## config.mk

```make
export PLATFORM = sky130hd
export DESIGN_NAME = id_ex_reg_flat
export DESIGN_NICKNAME = d
export VERILOG_FILES = /design/src/rtl/id_ex_if.sv /design/src/rtl/id_ex_reg.sv /design/src/flat_wrapper.sv
export SDC_FILE = /design/constraint.sdc
export NUM_CORES = 1
export LEC_CHECK = 0
export ABC_AREA = 1
export BUFFER_PORTS_ARGS = -buffer_cell sky130_fd_sc_hd__buf_2
export CAP_MARGIN = 40
export CORE_AREA = 2 2 174 176
export DETAILED_ROUTE_END_ITERATION = 10
export DIE_AREA = 0 0 176 178
export SKIP_CTS_REPAIR_TIMING = 1
export SYNTH_ARGS = -nofsm -noshare
export SYNTH_HDL_FRONTEND = slang
export SYNTH_SLANG_ARGS = --single-unit
```

## constraint.sdc

```tcl
create_clock -name clk -period 3.7 [get_ports clk]
set_clock_uncertainty 0.15 [all_clocks]
set_input_delay 0.925 -clock clk [delete_from_list [all_inputs] [get_ports clk]]
set_output_delay 0.925 -clock clk [all_outputs]
set_load 0.1 [all_outputs]
```

## src/rtl/id_ex_if.sv

```systemverilog
// Decode-to-execute bundle for the ID/EX pipeline register: decode-side values,
// stage control, writeback forwarding source and the registered execute-side view.
interface id_ex_if #(
  parameter int CTRL_W = 16
);
  logic              hold;
  logic              bubble;
  logic [31:0]       instr_D;
  logic [31:0]       pc8_D;
  logic [31:0]       rs_val_D;
  logic [31:0]       rt_val_D;
  logic [31:0]       ime_D;
  logic [CTRL_W-1:0] ctrl_D;
  logic [4:0]        wa_D;
  logic [1:0]        tnew_D;
  logic              wb_we;
  logic [4:0]        wb_addr;
  logic [31:0]       wb_data;

  logic [31:0]       instr_E;
  logic [31:0]       pc8_E;
  logic [31:0]       rs_val_E;
  logic [31:0]       rt_val_E;
  logic [31:0]       ime_E;
  logic [CTRL_W-1:0] ctrl_E;
  logic [4:0]        wa_E;
  logic [1:0]        tnew_E;
  logic              valid_E;
  logic [15:0]       bubble_cnt;

  // Pipeline control and decode side: drives the register, observes the E stage.
  modport master (
    output hold, bubble, instr_D, pc8_D, rs_val_D, rt_val_D, ime_D, ctrl_D, wa_D, tnew_D,
           wb_we, wb_addr, wb_data,
    input  instr_E, pc8_E, rs_val_E, rt_val_E, ime_E, ctrl_E, wa_E, tnew_E, valid_E, bubble_cnt
  );

  modport slave (
    input  hold, bubble, instr_D, pc8_D, rs_val_D, rt_val_D, ime_D, ctrl_D, wa_D, tnew_D,
           wb_we, wb_addr, wb_data,
    output instr_E, pc8_E, rs_val_E, rt_val_E, ime_E, ctrl_E, wa_E, tnew_E, valid_E, bubble_cnt
  );
endinterface

```

## src/rtl/id_ex_reg.sv

```systemverilog
// ID/EX pipeline register of the 5-stage MIPS core: load, hold with writeback
// forwarding into the held operands, bubble insertion and a wrapping bubble counter.
module id_ex_reg #(
  parameter int CTRL_W = 16
) (
  input logic    clk,
  input logic    reset,
  id_ex_if.slave bus
);

  typedef struct packed {
    logic [31:0]       instr;
    logic [31:0]       pc8;
    logic [31:0]       rs_val;
    logic [31:0]       rt_val;
    logic [31:0]       ime;
    logic [CTRL_W-1:0] ctrl;
    logic [4:0]        wa;
    logic [1:0]        tnew;
    logic              valid;
  } stage_t;

  stage_t      e_q, e_d;
  logic [15:0] bubble_cnt_q, bubble_cnt_d;
  logic        fwd_rs, fwd_rt;

  // A held instruction may still be waiting on a register that retires from WB
  // meanwhile; bubbles carry no operands, so they are never updated.
  assign fwd_rs = e_q.valid && bus.wb_we && (bus.wb_addr != 5'd0) &&
                  (bus.wb_addr == e_q.instr[25:21]);
  assign fwd_rt = e_q.valid && bus.wb_we && (bus.wb_addr != 5'd0) &&
                  (bus.wb_addr == e_q.instr[20:16]);

  // NOTE: every combinational output starts from a default (hold the current
  // state) so no path through the if/else chain can infer a latch.
  always_comb begin
    e_d          = e_q;
    bubble_cnt_d = bubble_cnt_q;
    if (bus.hold) begin
      if (fwd_rs) e_d.rs_val = bus.wb_data;
      if (fwd_rt) e_d.rt_val = bus.wb_data;
    end else if (bus.bubble) begin
      e_d          = '0;
      e_d.pc8      = bus.pc8_D;  // kept so a later exception can still report EPC
      bubble_cnt_d = bubble_cnt_q + 16'd1;
    end else begin
      e_d.instr  = bus.instr_D;
      e_d.pc8    = bus.pc8_D;
      e_d.rs_val = bus.rs_val_D;
      e_d.rt_val = bus.rt_val_D;
      e_d.ime    = bus.ime_D;
      e_d.ctrl   = bus.ctrl_D;
      e_d.wa     = bus.wa_D;
      e_d.tnew   = bus.tnew_D;
      e_d.valid  = 1'b1;
    end
  end

  // NOTE: state registers use non-blocking assignments so every flop samples
  // the pre-edge values, independent of block ordering.
  always_ff @(posedge clk) begin
    if (!reset) begin
      e_q          <= '0;
      bubble_cnt_q <= '0;
    end else begin
      e_q          <= e_d;
      bubble_cnt_q <= bubble_cnt_d;
    end
  end

  assign bus.instr_E    = e_q.instr;
  assign bus.pc8_E      = e_q.pc8;
  assign bus.rs_val_E   = e_q.rs_val;
  assign bus.rt_val_E   = e_q.rt_val;
  assign bus.ime_E      = e_q.ime;
  assign bus.ctrl_E     = e_q.ctrl;
  assign bus.wa_E       = e_q.wa;
  assign bus.tnew_E     = e_q.tnew;
  assign bus.valid_E    = e_q.valid;
  assign bus.bubble_cnt = bubble_cnt_q;

endmodule

```

## src/flat_wrapper.sv

```systemverilog
// flat-port wrapper written by rule: the top's interface ports become plain ports
module id_ex_reg_flat 
#(
  parameter int CTRL_W = 16
)
  (clk, reset, bus_hold, bus_bubble, bus_instr_D, bus_pc8_D, bus_rs_val_D, bus_rt_val_D, bus_ime_D, bus_ctrl_D, bus_wa_D, bus_tnew_D, bus_wb_we, bus_wb_addr, bus_wb_data, bus_instr_E, bus_pc8_E, bus_rs_val_E, bus_rt_val_E, bus_ime_E, bus_ctrl_E, bus_wa_E, bus_tnew_E, bus_valid_E, bus_bubble_cnt);
  id_ex_if #(.CTRL_W(CTRL_W)) bus_i ();
  input logic clk;
  input logic reset;
  input wire logic [$bits(bus_i.hold)-1:0] bus_hold;
  input wire logic [$bits(bus_i.bubble)-1:0] bus_bubble;
  input wire logic [$bits(bus_i.instr_D)-1:0] bus_instr_D;
  input wire logic [$bits(bus_i.pc8_D)-1:0] bus_pc8_D;
  input wire logic [$bits(bus_i.rs_val_D)-1:0] bus_rs_val_D;
  input wire logic [$bits(bus_i.rt_val_D)-1:0] bus_rt_val_D;
  input wire logic [$bits(bus_i.ime_D)-1:0] bus_ime_D;
  input wire logic [$bits(bus_i.ctrl_D)-1:0] bus_ctrl_D;
  input wire logic [$bits(bus_i.wa_D)-1:0] bus_wa_D;
  input wire logic [$bits(bus_i.tnew_D)-1:0] bus_tnew_D;
  input wire logic [$bits(bus_i.wb_we)-1:0] bus_wb_we;
  input wire logic [$bits(bus_i.wb_addr)-1:0] bus_wb_addr;
  input wire logic [$bits(bus_i.wb_data)-1:0] bus_wb_data;
  output wire logic [$bits(bus_i.instr_E)-1:0] bus_instr_E;
  output wire logic [$bits(bus_i.pc8_E)-1:0] bus_pc8_E;
  output wire logic [$bits(bus_i.rs_val_E)-1:0] bus_rs_val_E;
  output wire logic [$bits(bus_i.rt_val_E)-1:0] bus_rt_val_E;
  output wire logic [$bits(bus_i.ime_E)-1:0] bus_ime_E;
  output wire logic [$bits(bus_i.ctrl_E)-1:0] bus_ctrl_E;
  output wire logic [$bits(bus_i.wa_E)-1:0] bus_wa_E;
  output wire logic [$bits(bus_i.tnew_E)-1:0] bus_tnew_E;
  output wire logic [$bits(bus_i.valid_E)-1:0] bus_valid_E;
  output wire logic [$bits(bus_i.bubble_cnt)-1:0] bus_bubble_cnt;
  assign bus_i.hold = bus_hold;
  assign bus_i.bubble = bus_bubble;
  assign bus_i.instr_D = bus_instr_D;
  assign bus_i.pc8_D = bus_pc8_D;
  assign bus_i.rs_val_D = bus_rs_val_D;
  assign bus_i.rt_val_D = bus_rt_val_D;
  assign bus_i.ime_D = bus_ime_D;
  assign bus_i.ctrl_D = bus_ctrl_D;
  assign bus_i.wa_D = bus_wa_D;
  assign bus_i.tnew_D = bus_tnew_D;
  assign bus_i.wb_we = bus_wb_we;
  assign bus_i.wb_addr = bus_wb_addr;
  assign bus_i.wb_data = bus_wb_data;
  assign bus_instr_E = bus_i.instr_E;
  assign bus_pc8_E = bus_i.pc8_E;
  assign bus_rs_val_E = bus_i.rs_val_E;
  assign bus_rt_val_E = bus_i.rt_val_E;
  assign bus_ime_E = bus_i.ime_E;
  assign bus_ctrl_E = bus_i.ctrl_E;
  assign bus_wa_E = bus_i.wa_E;
  assign bus_tnew_E = bus_i.tnew_E;
  assign bus_valid_E = bus_i.valid_E;
  assign bus_bubble_cnt = bus_i.bubble_cnt;
  id_ex_reg #(.CTRL_W(CTRL_W)) u_core (.clk(clk), .reset(reset), .bus(bus_i));
endmodule
```

# Yosys cells after proc, flatten, opt, wreduce, memory -nomap -nowiden
# Index checks and enable logic that the tools add are counted.
[word_totals]
register_bits = 200
in_bits = 225
out_inout_bits = 200
wordCells = 26
[classes]
add_sub_neg = 1
eq_ne = 4
n_mux = 4
bitwise = 1
reduce_logical = 6
[ops]
columns = ["cell", "count"]
rows = [
  ["two-way mux 184 bit", 1],
  ["two-way mux 32 bit", 2],
  ["two-way mux 64 bit", 1],
  ["adder 16 x 1 -> 16 bit (second input constant)", 1],
  ["equality test 5 bit", 2],
  ["nonzero test 5 bit", 1],
  ["logical AND 1 bit", 4],
  ["!= test 2 x 1 -> 1 bit (second input constant)", 2],
  ["AND reduction 2 bit", 1],
  ["inverter 1 bit", 1],
]

# Logic depth before layout (Yosys ltp)
# Gate-level depths: netlist of run 1.
[logic_depth]
word_depth = 5
mapped_depth = 10
ltp_nobuf = 9

# Least setup slack after synthesis of run 1
# No wires, ideal clock.
[synth_path]
path_kind = "register to register"
startpoint = "register u_core.bubble_cnt_q[7] (netlist: u_core.bus.bubble_cnt[7])"
endpoint = "register u_core.bubble_cnt_q[12] (netlist: u_core.bus.bubble_cnt[12])"
setup_time_ps = 117
t_arrival_ps = 1950
required_ps = 3433
setup_slack_ps = 1483
stages_incl_launch_ff = 10
n_path_buf = 0
period_less_slack_ps = 2217
cell_sequence = "dfxtp_1 > nand2_1 > nor2_2 > nand2_1 > clkinv_1 > nand3_1 > nor2_1 > nand2_1 > nand2_1 > nor2_1"
[synth_between]
elab_chain_cells = 1
[synth_lines]
columns = ["item", "line", "source"]
rows = [
  ["start, declared", "id_ex_reg.sv:24", "logic [15:0] bubble_cnt_q, bubble_cnt_d;"],
  ["start signal, assigned", "id_ex_reg.sv:67", "bubble_cnt_q <= bubble_cnt_d;"],
  ["adder 16 x 1 -> 16 bit", "id_ex_reg.sv:45", "bubble_cnt_d = bubble_cnt_q + 16'd1;"],
]
# Every way passes these cells.
# A chain may end at the register's enable or synchronous reset.

# Worst setup path after layout of run 1
[layout_path]
startpoint = "register u_core.e_q, in the netlist u_core.bus.instr_E[23]"
endpoint = "output port bus_instr_E[23]"
[layout_rtl]
columns = ["item", "line", "source"]
rows = [
  ["start, declared", "id_ex_reg.sv:23", "stage_t e_q, e_d;"],
  ["start signal, assigned", "id_ex_reg.sv:63", "e_q <= '0;"],
  ["start signal, assigned", "id_ex_reg.sv:66", "e_q <= e_d;"],
  ["end, declared", "flat_wrapper.sv:23", "output wire logic [$bits(bus_i.instr_E)-1:0] bus_instr_E;"],
]
# No word-level cell between the ends.

==> results of run 1 <==
[cells by family after synthesis]
logic type	Yosys count	synth area share (%)
compound gates	266	15.4
xor+xnor	11	1.10
fa+ha+maj	1	0.143
buf+inv	204	10.9
flops	200	45.8
simple gates	569	26.7
[per-layer routing]
layer  GRT usage, %  up-vias  wire (µm)  part of all wire [%]
li1               -     4662          -                     -
met1           20.8     4029      11800                    42
met2           30.6      306      13800                    49
met3           5.29       23       2310                   8.1
met4           4.65        0        388                   1.4
met5              0        -          0                     0
[cells in the final DEF (no fill, tap or decap), types with 3 or more instances in the layout]
cell          n
xnor2_1       7
dfxtp_1     200
a21oi_1     157
clkbuf_16    17
buf_2       422
o21ai_1       3
o21ai_0     101
clkinvlp_4    3
inv_1       110
nand2_4       3
buf_4         5
nand2_1     332
nor2_4        5
nor3_1        3
inv_8         5
nand3_1      68
buf_12        4
nor2_1      147
xor2_1        4
inv_6         4
inv_2         4
[power groups by stage]
stage          registers, mW  clock network, mW  logic (mW)
3_5_place_dp            2.37                  0        1.47
6_report                2.32               1.87        1.46
3_3_place_gp            2.37                  0        1.46
2_1_floorplan           3.18                  0       0.339
4_1_cts                 2.32               1.94        1.47
5_1_grt                 2.34               2.02        1.55
[worst min-delay path by stage]
| stage | startpoint | end | cells past startpoint |
|---|---|---|---|
| final | u_core.bus.wa_E[1] | u_core.bus.wa_E[1] | 2 |
| after detailed placement | u_core.bus.instr_E[7] | u_core.bus.instr_E[7] | 2 |
| after CTS | u_core.bus.wa_E[1] | u_core.bus.wa_E[1] | 2 |
| after floorplan | u_core.bus.ctrl_E[11] | u_core.bus.ctrl_E[11] | 2 |
| after global routing | u_core.bus.instr_E[15] | u_core.bus.instr_E[15] | 2 |
| after global placement | u_core.bus.ctrl_E[11] | u_core.bus.ctrl_E[11] | 2 |
[flip-flops by register name, summed over array words and instances (netlist names)]
name	count
u_core.bus.wa_E	5
u_core.bus.ctrl_E	16
u_core.bus.bubble_cnt	16
u_core.bus.tnew_E	2
u_core.bus.rs_val_E	32
u_core.bus.ime_E	32
u_core.bus.valid_E	1
u_core.bus.rt_val_E	32
u_core.bus.instr_E	32
u_core.bus.pc8_E	32
[layout make-up]
cell class / count / share of cell area [%]
Sequential cell: 200 / 34.6
Multi-Input combinational cell: 847 / 32.7
Timing Repair Buffer: 433 / 19.6
Tap cell: 390 / 4.22
Inverter: 116 / 3.77
Clock buffer: 17 / 3.68
Clock inverter: 15 / 1.34
[stage by stage]
stage	worst slack, ns	instances	hold slack (ns)	power, mW
final	1.27	2018	0.311	5.65
after global routing	1.19	2018	0.327	5.92
after CTS	1.20	2018	0.314	5.74
after detailed placement	1.02	1986	0.303	3.84
after global placement	1.01	1985	0.291	3.83
after floorplan	1.48	1251	0.734	3.52
==> qor.yml, run 1 <==
outcome:
  outcome: "completed"
setup_path:
  start_kind: "flip-flop"
  worstPathRequired_ns: 2.62
  path_cells: "buf_2"
  slowest_delay_ns: 0.48
  crit_cells: 1
  setup.worst_path.end_class: "output pin"
  crit_start: "u_core.bus.instr_E[23]"
  r2r_end: "u_core.bus.rt_val_E[3]"
  r2r_start: "u_core.bus.instr_E[16]"
  critical_path_class: "flip-flop to output pin"
  r2r_setup_slack_ns: 1.81
  cp.buffers_inverters: 1
  cp.arrival_ns: 1.35
  rr_worst_depth: 6
  slowest_stage: "buf_2"
  cp_top_family: "buffers and inverters"
  cp-endpoint: "bus_instr_E[23]"
  critPathMaxFanout: 4
synthesis:
  ys_ff_latch: 200
  synthesis.nets: 1477
  synthArstFlopShare_pct: 0
  yosysMostFrequentCell: "nand2_1"
  synth.distinct_cells: 32
  synth_top_cells_by_area: "dfxtp_1 46%, nand2_1 14%, a21oi_1 9.0%"
  synth_top_area_share_pct: 45.8
  synth_ff_type: "dfxtp_1"
  yosys_warnings: 0
  ys_top_cells_by_count: "332 x nand2_1, 200 x dfxtp_1, 157 x a21oi_1"
  synth_seq_area_share_pct: 45.8
  syn_inst: 1251
  syn_avg_cell_area_um2: 6.99
  synth_area_um2: 8740
  synth_edf_count: 0
  synth_area_leader_cell: "dfxtp_1"
detailed_routing:
  viasPerCell: 4.47
  wirelength_um: 28400
  dr_total_vias: 9020
  drt_iter0_markers: 574
  wire_per_inst_um: 14.1
  antenna_left: 0
  drc_errors: 0
  drt-pass1-iter-count: 4
placement:
  port_buffers: 424
  place.gp.congestion: 0.839
  placed_cell_area_um2: 11000
  dp_hpwl_um: 20300
die:
  row_count: 63
  die_y_um: 178
  dieArea_um2: 31300
  io_pins: 425
  core_area_um2: 29400
  die_w_um: 176
  initial_core_util_pct: 29.7
pwr:
  vdd_drop_max_mv: 0.207
  p_per_area_nw_per_um2: 489
  power_switching_mw: 2.19
  swShare_pct: 38.7
  p_int_mw: 3.46
  clockPowerShare_pct: 33.0
  comb_power_share_pct: 25.9
  p_seq_share_pct: 41.1
  power.leakage_nw: 5.71
finish:
  drive_above_1_share_pct: 29.9
  nFillCells: 3142
  multiInputGateArea_um2: 3780
  nNetsFinal: 1841
  final_area_um2: 11600
  syn_to_final_growth_pct: 32.2
  fin_util_pct: 39.3
  diodes: 0
  seq_area_um2: 4000
clock_tree:
  cts_max_path_buffers: 2
  clock-root-buffer: "clkbuf_16"
  insertion_delay_ns: 0.44
  htree_levels: 4
  cts_tree: "done"
  cts_buffers: 17
  clock_sinks: 200
  clk_pin_slew_ns: 0.07
global_routing:
  antenna_found_initial: 0
  grt_max_degree: 152
  grt_pass1_wl_um: 43400
  grt_usage_pct: 17.5
  grt_pass1_vias: 8322
  grt_remaining_overflow: 0
timing:
  slew_headroom_pct: 51.6
  worstMarginPinSlew_ns: 0.727
  setup_tns_ns: 0
  hold_viol: 0
  fin_crit_sh_pct: 65.6
  finalCriticalPeriod_ns: 2.43
  setup_viol: 0
  slew_viol_final: 0
  rsz0062_at_grt: "false"
  fmax_mhz: 412
job:
  drv_cap: 0
worst_hold_path:
  hp-class: "flip-flop to flip-flop"
(Power assumes the default switching activity.)
==> run 2, diff against run 1 <==
==> constraint.sdc (replaced) <==
create_clock -name clk -period 2.5 [get_ports clk]
set_clock_uncertainty 0.15 [all_clocks]
set_input_delay 0.625 -clock clk [delete_from_list [all_inputs] [get_ports clk]]
set_output_delay 0.625 -clock clk [all_outputs]
set_load 0.1 [all_outputs]
==> run 2 against run 1 <==
Critical path depth stayed put. Total power is 50% higher. Sequential power is 48% higher. Clock power is 54% higher. Design area is 1.0% higher. Combinational power is 49% higher. Routed wire length is 1.8% higher. Die area stayed put. Non-clock buffer count is 5 higher. Sequential cell count stayed put. Setup slack worse by 0.92 ns. Critical endpoint is now bus_bubble_cnt[0]. Largest cell class unchanged.
==> qor.yml, run 2 (synthesized netlist as in run 1, its figures left out) <==
timing:
  rsz0062_at_grt: "false"
  setup_viol: 0
  finalCriticalPeriod_ns: 2.15
  hold_viol: 0
  slew_headroom_pct: 47.2
  slew_viol_final: 0
  fmax_mhz: 466
  worstMarginPinSlew_ns: 0.793
  setup_tns_ns: 0
  fin_crit_sh_pct: 85.9
global_routing:
  grt_remaining_overflow: 0
  antenna_found_initial: 1
  grt_usage_pct: 17.7
  grt_max_degree: 149
  grt_pass1_vias: 8461
  grt_pass1_wl_um: 44100
pwr:
  swShare_pct: 38.4
  power.leakage_nw: 5.77
  vdd_drop_max_mv: 0.406
  comb_power_share_pct: 25.6
  p_per_area_nw_per_um2: 727
  p_int_mw: 5.23
  power_switching_mw: 3.26
  clockPowerShare_pct: 33.9
  p_seq_share_pct: 40.5
clock_tree:
  cts_tree: "done"
  cts_max_path_buffers: 2
  htree_levels: 4
  clk_pin_slew_ns: 0.08
  insertion_delay_ns: 0.44
  clock_sinks: 200
  clock-root-buffer: "clkbuf_16"
  cts_buffers: 17
setup_path:
  critPathMaxFanout: 4
  worstPathRequired_ns: 1.73
  critical_path_class: "flip-flop to output pin"
  rr_worst_depth: 7
  slowest_delay_ns: 0.49
  setup.worst_path.end_class: "output pin"
  slowest_stage: "buf_2"
  cp.buffers_inverters: 1
  start_kind: "flip-flop"
  r2r_end: "u_core.bus.rs_val_E[7]"
  cp.arrival_ns: 1.37
  path_cells: "buf_2"
  r2r_start: "u_core.bus.instr_E[22]"
  cp_top_family: "buffers and inverters"
  r2r_setup_slack_ns: 0.77
die:
  die_y_um: 178
  core_area_um2: 29400
  die_w_um: 176
  row_count: 63
  io_pins: 425
  dieArea_um2: 31300
  initial_core_util_pct: 29.7
job:
  drv_cap: 0
finish:
  syn_to_final_growth_pct: 33.6
  final_area_um2: 11700
  final_cell_mix: "422 x buf_2, 332 x nand2_1, 200 x dfxtp_1, 157 x a21oi_1, 147 x nor2_1"
  layout_commonest_cell: "buf_2"
  nFillCells: 3171
  nNetsFinal: 1846
  multiInputGateArea_um2: 3780
  seq_area_um2: 4000
  drive_above_1_share_pct: 30.1
detailed_routing:
  dr_total_vias: 9156
  wirelength_um: 28900
  drt_iter0_markers: 620
  met1_length_um: 12000
  viasPerCell: 4.52
  route.met2.wl_um: 14000
  wl_met3_um: 2350
  wire_per_inst_um: 14.3
  drc_errors: 0
  top_layer: "met4"
  antenna_left: 0
  drt-pass1-iter-count: 5
worst_hold_path:
  hold_depth: 3
  worstHoldEndpoint: "u_core.bus.pc8_E[13]"
  min_from: "bus_pc8_D[13]"
  hp-class: "input port to flip-flop"
outcome:
  outcome: "completed"
placement:
  place.gp.congestion: 0.840
  dp_hpwl_um: 21000
  placed_cell_area_um2: 11100
  port_buffers: 424
==> run 2: changes by cell type in the layout (fill, tap and decap cells not counted), sizes merged <==
cell	delta
buf	+5
diode	+1
inv	-1
clkinvlp	-1
clkinv	+1
bufinv	+1
==> run 2: worst max path at each step <==
stage | from | slack, ns | to | cells after the start
floorplan | u_core.bus.bubble_cnt[7] | 0.28 | u_core.bus.bubble_cnt[12] | 9
global placement | bus_hold | 0.42 | u_core.bus.rt_val_E[28] | 6
detailed placement | bus_wb_addr[0] | 0.38 | u_core.bus.rs_val_E[7] | 8
CTS | u_core.bus.bubble_cnt[0] | 0.30 | bus_bubble_cnt[0] | 1
global route | u_core.bus.bubble_cnt[0] | 0.28 | bus_bubble_cnt[0] | 1
finish | u_core.bus.bubble_cnt[0] | 0.35 | bus_bubble_cnt[0] | 1
==> run 2: area by class of cell <==
| cell class | instances | share of cell area, % |
|---|---|---|
| Sequential cell | 200 | 34.3 |
| Multi-Input combinational cell | 847 | 32.4 |
| Clock buffer | 17 | 3.64 |
| Clock inverter | 15 | 1.54 |
| Timing Repair Buffer | 438 | 20.2 |
| Inverter | 116 | 3.73 |
| Antenna cell | 1 | 0.0214 |
| Tap cell | 390 | 4.18 |
==> run 2: metal layers <==
layer  up-vias  global-route usage (%)
li1       4667                       -
met1      4114                    20.7
met2       343                    31.3
met3        32                    5.46
met4         0                    5.20
met5         -                       0
==> run 2: stage by stage <==
stage	hold slack, ns	setup slack, ns	power, mW	cells	util [%]
6_report	0.271	0.353	8.50	2024	39.7
3_5_place_dp	0.302	0.381	5.70	1991	37.7
2_1_floorplan	0.618	0.283	5.21	1251	-
5_1_grt	0.256	0.277	8.87	2024	39.7
3_3_place_gp	0.292	0.420	5.68	1991	37.7
4_1_cts	0.248	0.301	8.61	2023	39.7
==> run 2: power by group through the flow <==
stage / clock network (mW) / logic, mW / registers, mW
2_1_floorplan: 0 / 0.501 / 4.70
3_3_place_gp: 0 / 2.17 / 3.51
3_5_place_dp: 0 / 2.18 / 3.52
4_1_cts: 2.98 / 2.19 / 3.45
5_1_grt: 3.10 / 2.30 / 3.47
6_report: 2.88 / 2.17 / 3.44
==> run 3, diff against run 2 <==
--- a/config.mk
+++ b/config.mk
@@ -11,6 +11,7 @@
 export CORE_AREA = 2 2 174 176
 export DETAILED_ROUTE_END_ITERATION = 10
 export DIE_AREA = 0 0 176 178
+export MAX_ROUTING_LAYER = met4
 export SKIP_CTS_REPAIR_TIMING = 1
 export SYNTH_ARGS = -nofsm -noshare
 export SYNTH_HDL_FRONTEND = slang
==> run 3 against run 2 <==
Register-to-register slack about the same. Setup slack improved by 0.0045 ns. Via count decreased by 0.15%. First-iteration DRC count increased by 6.1%. Design area unchanged. Critical path type unchanged. Critical endpoint unchanged. Final cell count unchanged.
==> qor.yml, run 3 (synthesized netlist as in run 1, its figures left out) <==
placement:
  place_inst: 1991
  port_buffers: 424
  placed_cell_area_um2: 11100
  dp_hpwl_um: 21000
  place.gp.congestion: 0.853
setup_path:
  r2r_end: "u_core.bus.rs_val_E[7]"
  r2r_start: "u_core.bus.instr_E[22]"
  slowest_stage: "buf_2"
  r2r_setup_slack_ns: 0.77
  worstPathRequired_ns: 1.73
  setup.worst_path.end_class: "output pin"
  start_kind: "flip-flop"
  rr_worst_depth: 7
  path_cells: "buf_2"
  cp.arrival_ns: 1.37
  cp.buffers_inverters: 1
  critPathMaxFanout: 4
  slowest_delay_ns: 0.49
  cp_top_family: "buffers and inverters"
  critical_path_class: "flip-flop to output pin"
die:
  die_y_um: 178
  row_count: 63
  initial_core_util_pct: 29.7
  io_pins: 425
  dieArea_um2: 31300
  core_area_um2: 29400
  die_w_um: 176
detailed_routing:
  drt_iter0_markers: 658
  wirelength_um: 28900
  viasPerCell: 4.52
  drc_errors: 0
  drt-pass1-iter-count: 5
  dr_total_vias: 9142
  wire_per_inst_um: 14.3
  antenna_left: 0
clock_tree:
  clock-root-buffer: "clkbuf_16"
  clock_sinks: 200
  insertion_delay_ns: 0.44
  clk_pin_slew_ns: 0.08
  cts_max_path_buffers: 2
  cts_buffers: 17
  htree_levels: 4
  cts_tree: "done"
global_routing:
  grt_pass1_vias: 8480
  antenna_found_initial: 1
  grt_pass1_wl_um: 44000
  grt_remaining_overflow: 0
  grt_usage_pct: 18.2
  grt_max_degree: 149
timing:
  rsz0062_at_grt: "false"
  hold_viol: 0
  setup_viol: 0
  fin_crit_sh_pct: 85.7
  slew_viol_final: 0
  finalCriticalPeriod_ns: 2.14
  slew_headroom_pct: 47.9
  setup_tns_ns: 0
  holdWs_ns: 0.271
  worstMarginPinSlew_ns: 0.781
  fmax_mhz: 467
finish:
  final_area_um2: 11700
  layout_commonest_cell: "buf_2"
  syn_to_final_growth_pct: 33.6
  nNetsFinal: 1846
  fin_cells: 2024
  drive_above_1_share_pct: 30.1
  final_cell_mix: "422 x buf_2, 332 x nand2_1, 200 x dfxtp_1, 157 x a21oi_1, 147 x nor2_1"
pwr:
  comb_power_share_pct: 25.6
  clockPowerShare_pct: 33.9
  p_seq_share_pct: 40.5
  vdd_drop_max_mv: 0.408
  power.leakage_nw: 5.77
  p_int_mw: 5.23
  power_switching_mw: 3.27
  p_per_area_nw_per_um2: 728
  swShare_pct: 38.4
worst_hold_path:
  hold_depth: 3
  worstHoldEndpoint: "u_core.bus.pc8_E[13]"
  min_from: "bus_pc8_D[13]"
  hp-class: "input port to flip-flop"
job:
  drv_cap: 0
outcome:
  outcome: "completed"
==> run 3: cell counts in the layout (fill, tap and decap cells not counted) <==
Identical to the previous run, type by type.
==> run 3: how the worst max path moves through the flow <==
stage                                   startpoint                   endpoint  slack [ns]  depth (start not counted)
after detailed placement            bus_wb_addr[0]     u_core.bus.rs_val_E[7]        0.38                          8
after global placement                    bus_hold    u_core.bus.rt_val_E[28]        0.42                          6
after global routing      u_core.bus.bubble_cnt[0]          bus_bubble_cnt[0]        0.28                          1
final                     u_core.bus.bubble_cnt[0]          bus_bubble_cnt[0]        0.36                          1
after CTS                 u_core.bus.bubble_cnt[0]          bus_bubble_cnt[0]        0.30                          1
after floorplan           u_core.bus.bubble_cnt[7]  u_core.bus.bubble_cnt[12]        0.28                          9
==> run 3: cell type report <==
cell class	instances	area (µm²)
diodes	1	2.50
clock buffers	17	425
clock inverters	15	180
fillers	3171	17700
inverters	116	435
multi-input cells	847	3780
flip-flops and latches	200	4000
well taps	390	488
repair buffers	438	2360
==> run 3: power by group through the flow <==
| stage | registers, mW | clock network (mW) | logic (mW) |
|---|---|---|---|
| after global routing | 3.47 | 3.09 | 2.30 |
| final | 3.44 | 2.88 | 2.17 |
| after global placement | 3.51 | 0 | 2.17 |
| after CTS | 3.45 | 2.98 | 2.19 |
| after detailed placement | 3.52 | 0 | 2.18 |
| after floorplan | 4.70 | 0 | 0.501 |
==> run 3: per-stage QoR <==
step | worst slack, ns | power (mW) | utilization (%)
floorplan | 0.283 | 5.21 | -
global placement | 0.420 | 5.68 | 37.7
detailed placement | 0.381 | 5.70 | 37.7
CTS | 0.301 | 8.61 | 39.7
global route | 0.277 | 8.86 | 39.7
finish | 0.357 | 8.50 | 39.7
==> run 3: metal layers <==
layer / vias up / routed length (µm) / track usage, %
met1: 4130 / 12200 / 21.1
met5: - / 0 / -
met4: 0 / 522 / 5.20
met2: 315 / 14100 / 31.2
met3: 31 / 2050 / 4.77
li1: 4666 / - / -
